===== src/rtl/mux1_core_if.sv =====
// Steering interface for mux1_core: data/select/valid in, registered selection and toggle count out.
interface mux1_core_if #(
    parameter int WIDTH     = 1,
    parameter int CNT_WIDTH = 8
);
    logic [WIDTH-1:0]     a;
    logic [WIDTH-1:0]     b;
    logic                 sel;
    logic                 in_valid;
    logic [WIDTH-1:0]     out;
    logic                 out_valid;
    logic [CNT_WIDTH-1:0] sel_toggles;

    modport master (
        output a, b, sel, in_valid,
        input  out, out_valid, sel_toggles
    );

    modport slave (
        input  a, b, sel, in_valid,
        output out, out_valid, sel_toggles
    );
endinterface


===== src/rtl/mux1_core.sv =====
// Clocked 2:1 selector with valid qualifier and saturating select-toggle counter.
// Optional MUX1_COMB_OUT_EN: out/out_valid become zero-latency combinational; counter stays registered.
module mux1_core #(
    parameter int WIDTH     = 1,
    parameter int CNT_WIDTH = 8
) (
    input  logic        clk,
    input  logic        rst_n,
    mux1_core_if.slave  bus
);
    localparam logic [CNT_WIDTH-1:0] CNT_MAX = {CNT_WIDTH{1'b1}};

    logic [WIDTH-1:0]     w_sel_data;
    logic                 w_toggle;
    logic [CNT_WIDTH-1:0] r_cnt;
    logic                 r_last_sel;
    logic                 r_first;

    assign w_sel_data = bus.sel ? bus.b : bus.a;
    assign w_toggle   = !r_first && (bus.sel != r_last_sel);

    always_ff @(posedge clk or negedge rst_n) begin
        if (!rst_n) begin
            r_cnt      <= '0;
            r_last_sel <= 1'b0;
            r_first    <= 1'b1;
        end else if (bus.in_valid) begin
            r_last_sel <= bus.sel;
            r_first    <= 1'b0;
            // Saturate rather than wrap so a long-running count stays meaningful.
            if (w_toggle && (r_cnt != CNT_MAX)) begin
                r_cnt <= r_cnt + 1'b1;
            end
        end
    end

    assign bus.sel_toggles = r_cnt;

`ifdef MUX1_COMB_OUT_EN
    assign bus.out       = w_sel_data;
    assign bus.out_valid = bus.in_valid;
`else
    logic [WIDTH-1:0] r_out;
    logic             r_out_valid;

    always_ff @(posedge clk or negedge rst_n) begin
        if (!rst_n) begin
            r_out       <= '0;
            r_out_valid <= 1'b0;
        end else begin
            r_out_valid <= bus.in_valid;
            if (bus.in_valid) begin
                r_out <= w_sel_data;
            end
        end
    end

    assign bus.out       = r_out;
    assign bus.out_valid = r_out_valid;
`endif
endmodule


===== src/flat_wrapper.sv =====
// flat-port wrapper written by rule: the top's interface ports become plain ports
module mux1_core_flat 
#(
    parameter int WIDTH     = 1,
    parameter int CNT_WIDTH = 8
)
  (clk, rst_n, bus_a, bus_b, bus_sel, bus_in_valid, bus_out, bus_out_valid, bus_sel_toggles);
  mux1_core_if #(.WIDTH(WIDTH), .CNT_WIDTH(CNT_WIDTH)) bus_i ();
  input  logic clk;
  input  logic rst_n;
  input wire logic [$bits(bus_i.a)-1:0] bus_a;
  input wire logic [$bits(bus_i.b)-1:0] bus_b;
  input wire logic [$bits(bus_i.sel)-1:0] bus_sel;
  input wire logic [$bits(bus_i.in_valid)-1:0] bus_in_valid;
  output wire logic [$bits(bus_i.out)-1:0] bus_out;
  output wire logic [$bits(bus_i.out_valid)-1:0] bus_out_valid;
  output wire logic [$bits(bus_i.sel_toggles)-1:0] bus_sel_toggles;
  assign bus_i.a = bus_a;
  assign bus_i.b = bus_b;
  assign bus_i.sel = bus_sel;
  assign bus_i.in_valid = bus_in_valid;
  assign bus_out = bus_i.out;
  assign bus_out_valid = bus_i.out_valid;
  assign bus_sel_toggles = bus_i.sel_toggles;
  mux1_core #(.WIDTH(WIDTH), .CNT_WIDTH(CNT_WIDTH)) u_core (.clk(clk), .rst_n(rst_n), .bus(bus_i));
endmodule

===== config.mk =====
export PLATFORM = sky130hd
export DESIGN_NAME = mux1_core_flat
export DESIGN_NICKNAME = d
export VERILOG_FILES = /design/src/rtl/mux1_core_if.sv /design/src/rtl/mux1_core.sv /design/src/flat_wrapper.sv
export SDC_FILE = /design/constraint.sdc
export NUM_CORES = 1
export LEC_CHECK = 0
export BUFFER_PORTS_ARGS = -buffer_cell sky130_fd_sc_hd__buf_4
export CAP_MARGIN = 25
export CORE_AREA = 2 2 39 41
export CTS_BUF_LIST = sky130_fd_sc_hd__clkbuf_4
export DETAILED_ROUTE_END_ITERATION = 12
export DIE_AREA = 0 0 41 43
export PLACE_DENSITY = 0.79
export SYNTH_ARGS = -nofsm -noshare
export SYNTH_HDL_FRONTEND = slang
export SYNTH_SLANG_ARGS = --single-unit

===== constraint.sdc =====
create_clock -name clk -period 1.85 [get_ports clk]
set_input_delay 0.0925 -clock clk [delete_from_list [all_inputs] [get_ports clk]]
set_output_delay 0.0925 -clock clk [all_outputs]
set_load 0.05 [all_outputs]

==> flow_summary.yaml <==
route:
  routedWlPerCell_um: 12.45
  drcViolationCount: 0
  ant_nets: 0
  route.detailed.vias_per_inst: 5.080
  first_pass_detailed_route_iteration_total: 4
  vias: 442
  routed_wl_um: 1083
  first_iter_violations: 8
timing:
  max_freq_ghz: 0.6697
  tns_ps: 0
  fin_skew_ps: 9.028
  timing.slew.headroom_pct: 70.22
  timing.final.max_slew_violations: 0
  worst_margin_pin_slew_ps: 443.4
  rsz0062_at_grt: "no"
  period_share_pct: 80.72
  hold_viol: 0
  final.min_clock_period_ps: 1493
  finalSetupViolations: 0
setup_path:
  max_stage_delay_ps: 400
  setup.worst_path.class: "register to register"
  critical_path.max_fanout: 3
  endpoint_kind: "register"
  cp_top_family: "XOR/XNOR gates"
  critical_path_required_ps: 2000
  slowest_stage: "sky130_fd_sc_hd__xnor2_1"
  worst_ep_arrival_time_ps: 1640
  critPathBufInv: 0
  path_cells: "xnor2_1, nor2_1, nand2_1, mux2_2"
  element_type_at_the_critical_path_start: "register"
die:
  start_util_pct: 41.50
  io_pins: 16
  fp-row-count: 14
  core_region_area_mm2: 0.001384
  die_w_um: 41
  design.die.area_mm2: 0.001763
  chipHeight_um: 43
synth:
  mappedNetlistArea_um2: 574.3
  syn-mean-instance-area_um2: 11.49
  synthCells: 50
  synth_seq_area_share_pct: 52.51
  synth_register_bits: 12
  syn-num-nets: 57
  yosysUniqueCellTypes: 22
  yosys_warning_total: 0
cts:
  clkTransAtPathRegs_ps: 80
  cts_tree: "done"
  cts-buffers-inserted: 3
  clock_path_buffers: 2
  cts.repair_timing.setup_buffer_count: 0
  ctsHtreeMaxLevel: 1
  clk_root_buffer_cell: "sky130_fd_sc_hd__clkbuf_4"
  clock_latency_ps: 270
  cts.sinks: 12
min_path:
  hold_path.class: "primary input to register"
power:
  cellLeakagePower_nw: 0.3501
  ir_worst_vdd_mv: 0.8844
  p_per_area_mw_per_mm2: 1585
placed_design:
  dpl.hpwl_um: 830.2
  io_buffer_count: 15
  numPlacedInstances: 81
  gp_congestion: 0.7996
  placement.cell_area_um2: 706.9
cells_and_area:
  stdcell_area_um2: 753.2
  final_layout_size_suffix_gt1_share_pct: 35.21
  final_core_utilization_pct: 54.43
  final-instance-count-excl-fill: 87
  nets: 79
  mostFrequentLayoutCells: "sky130_fd_sc_hd__buf_4 (15), sky130_fd_sc_hd__dfrtp_1 (11), sky130_fd_sc_hd__nand3_1 (5), sky130_fd_sc_hd__nand2_1 (5)"
  antenna-diode-count: 0
  area_delta_synth_final_pct: 31.15
  layout.cells.most_common: "sky130_fd_sc_hd__buf_4"
global_route:
  first_global_vias: 387
  grt_start_max_net_pins: 13
  grt_overflow: 0
  globalRouteTotalUtil_pct: 15.02
  grt_first_pass_wirelength_um: 1731
  antenna_found_initial: 0
run:
  max-cap-violations: 0
outcome:
  status: "finished, final reports clean"
## cells in the mapped netlist
master / n / area share, %
sky130_fd_sc_hd__nor2_1: 3 / 2.0
sky130_fd_sc_hd__and4_1: 1 / 1.5
sky130_fd_sc_hd__nor3_2: 1 / 1.7
sky130_fd_sc_hd__mux2_2: 2 / 3.9
sky130_fd_sc_hd__nand4_1: 2 / 2.2
sky130_fd_sc_hd__nor3_4: 1 / 2.8
sky130_fd_sc_hd__mux2_4: 1 / 2.6
sky130_fd_sc_hd__ha_1: 1 / 2.2
sky130_fd_sc_hd__nand3_2: 1 / 1.7
sky130_fd_sc_hd__inv_1: 2 / 1.3
sky130_fd_sc_hd__nand2_1: 5 / 3.3
sky130_fd_sc_hd__o21a_1: 1 / 1.3
sky130_fd_sc_hd__nand2b_1: 1 / 1.1
sky130_fd_sc_hd__mux2i_1: 3 / 5.2
sky130_fd_sc_hd__a21oi_1: 2 / 1.7
sky130_fd_sc_hd__xnor2_1: 3 / 4.6
sky130_fd_sc_hd__dfrtp_1: 11 / 48
sky130_fd_sc_hd__nand3_1: 5 / 4.4
sky130_fd_sc_hd__mux2_1: 1 / 2.0
sky130_fd_sc_hd__o21ai_0: 1 / 0.87
sky130_fd_sc_hd__dfstp_2: 1 / 4.6
sky130_fd_sc_hd__nor2b_1: 1 / 1.1
## per-stage QoR
stage	total power, mW	hold WS [ps]	setup WS (ps)
floorplan	0.8526	-203.1	147.0
global placement	1.024	-61.33	431.5
detailed placement	1.040	-57.91	385.8
CTS	1.211	79.94	365.2
global route	1.265	84.29	290.2
finish	1.194	89.73	356.8
## final timing paths
| path | from | end | slack [ps] | cells after the start |
|---|---|---|---|---|
| hold reg to reg | u_core.r_first | u_core.r_first | 490 | 1 |
| max in group asynchronous | rst_n | u_core.r_first | 1430 | 2 |
| setup / recovery | u_core.r_last_sel | u_core.bus.sel_toggles[1] | 360 | 4 |
| min in group asynchronous | rst_n | u_core.bus.sel_toggles[3] | 190 | 2 |
| setup reg to reg | u_core.r_last_sel | u_core.bus.sel_toggles[1] | 360 | 4 |
| hold / removal | bus_sel | u_core.r_last_sel | 90 | 2 |
## sequential cells by signal, indices dropped and copies added, names as in the netlist
name                    cells
u_core.r_first              1
u_core.bus.out              1
u_core.bus.sel_toggles      8
u_core.bus.out_valid        1
u_core.r_last_sel           1
## routing by layer
metal	global-route usage (%)	up-vias	wire, µm	part of all wire [%]
li1	-	219	-	-
met1	20.07	208	462	43
met3	4.712	2	57	5.3
met2	20.94	13	555	51
met4	8.000	0	8	0.74
met5	0	-	0	0
## area by class of cell
| class | count | area (µm²) |
|---|---|---|
| Fill cell | 123 | 630.6 |
| Timing Repair Buffer | 17 | 132.6 |
| Clock inverter | 1 | 3.754 |
| Inverter | 2 | 7.507 |
| Sequential cell | 12 | 301.5 |
| Tap cell | 16 | 20.02 |
| Multi-Input combinational cell | 36 | 265.3 |
| Clock buffer | 3 | 22.52 |
## power breakdown
group          switching [mW]  internal (mW)  total [mW]  leakage [nW]
clock network          0.0837         0.0780       0.162        0.0154
registers               0.107          0.339       0.446         0.139
logic                   0.387          0.198       0.585         0.195
## cell families after synthesis
family	after synthesis	share of synthesized area, %
AND/OR/NAND/NOR	21	21.79
flip-flops	12	52.51
multiplexers	7	13.72
AO/OA/AOI/OAI	4	3.921
XOR/XNOR	3	4.576
buffers and inverters	2	1.308
adder cells (fa/ha/maj)	1	2.178
## what timing repair did
item | CTS | global route
endpoints found under the hold margin | 14 | 0
hold buffers | 2 | 0
gates resized for setup | 0 | 0
Power figures use the tool's default switching activity.
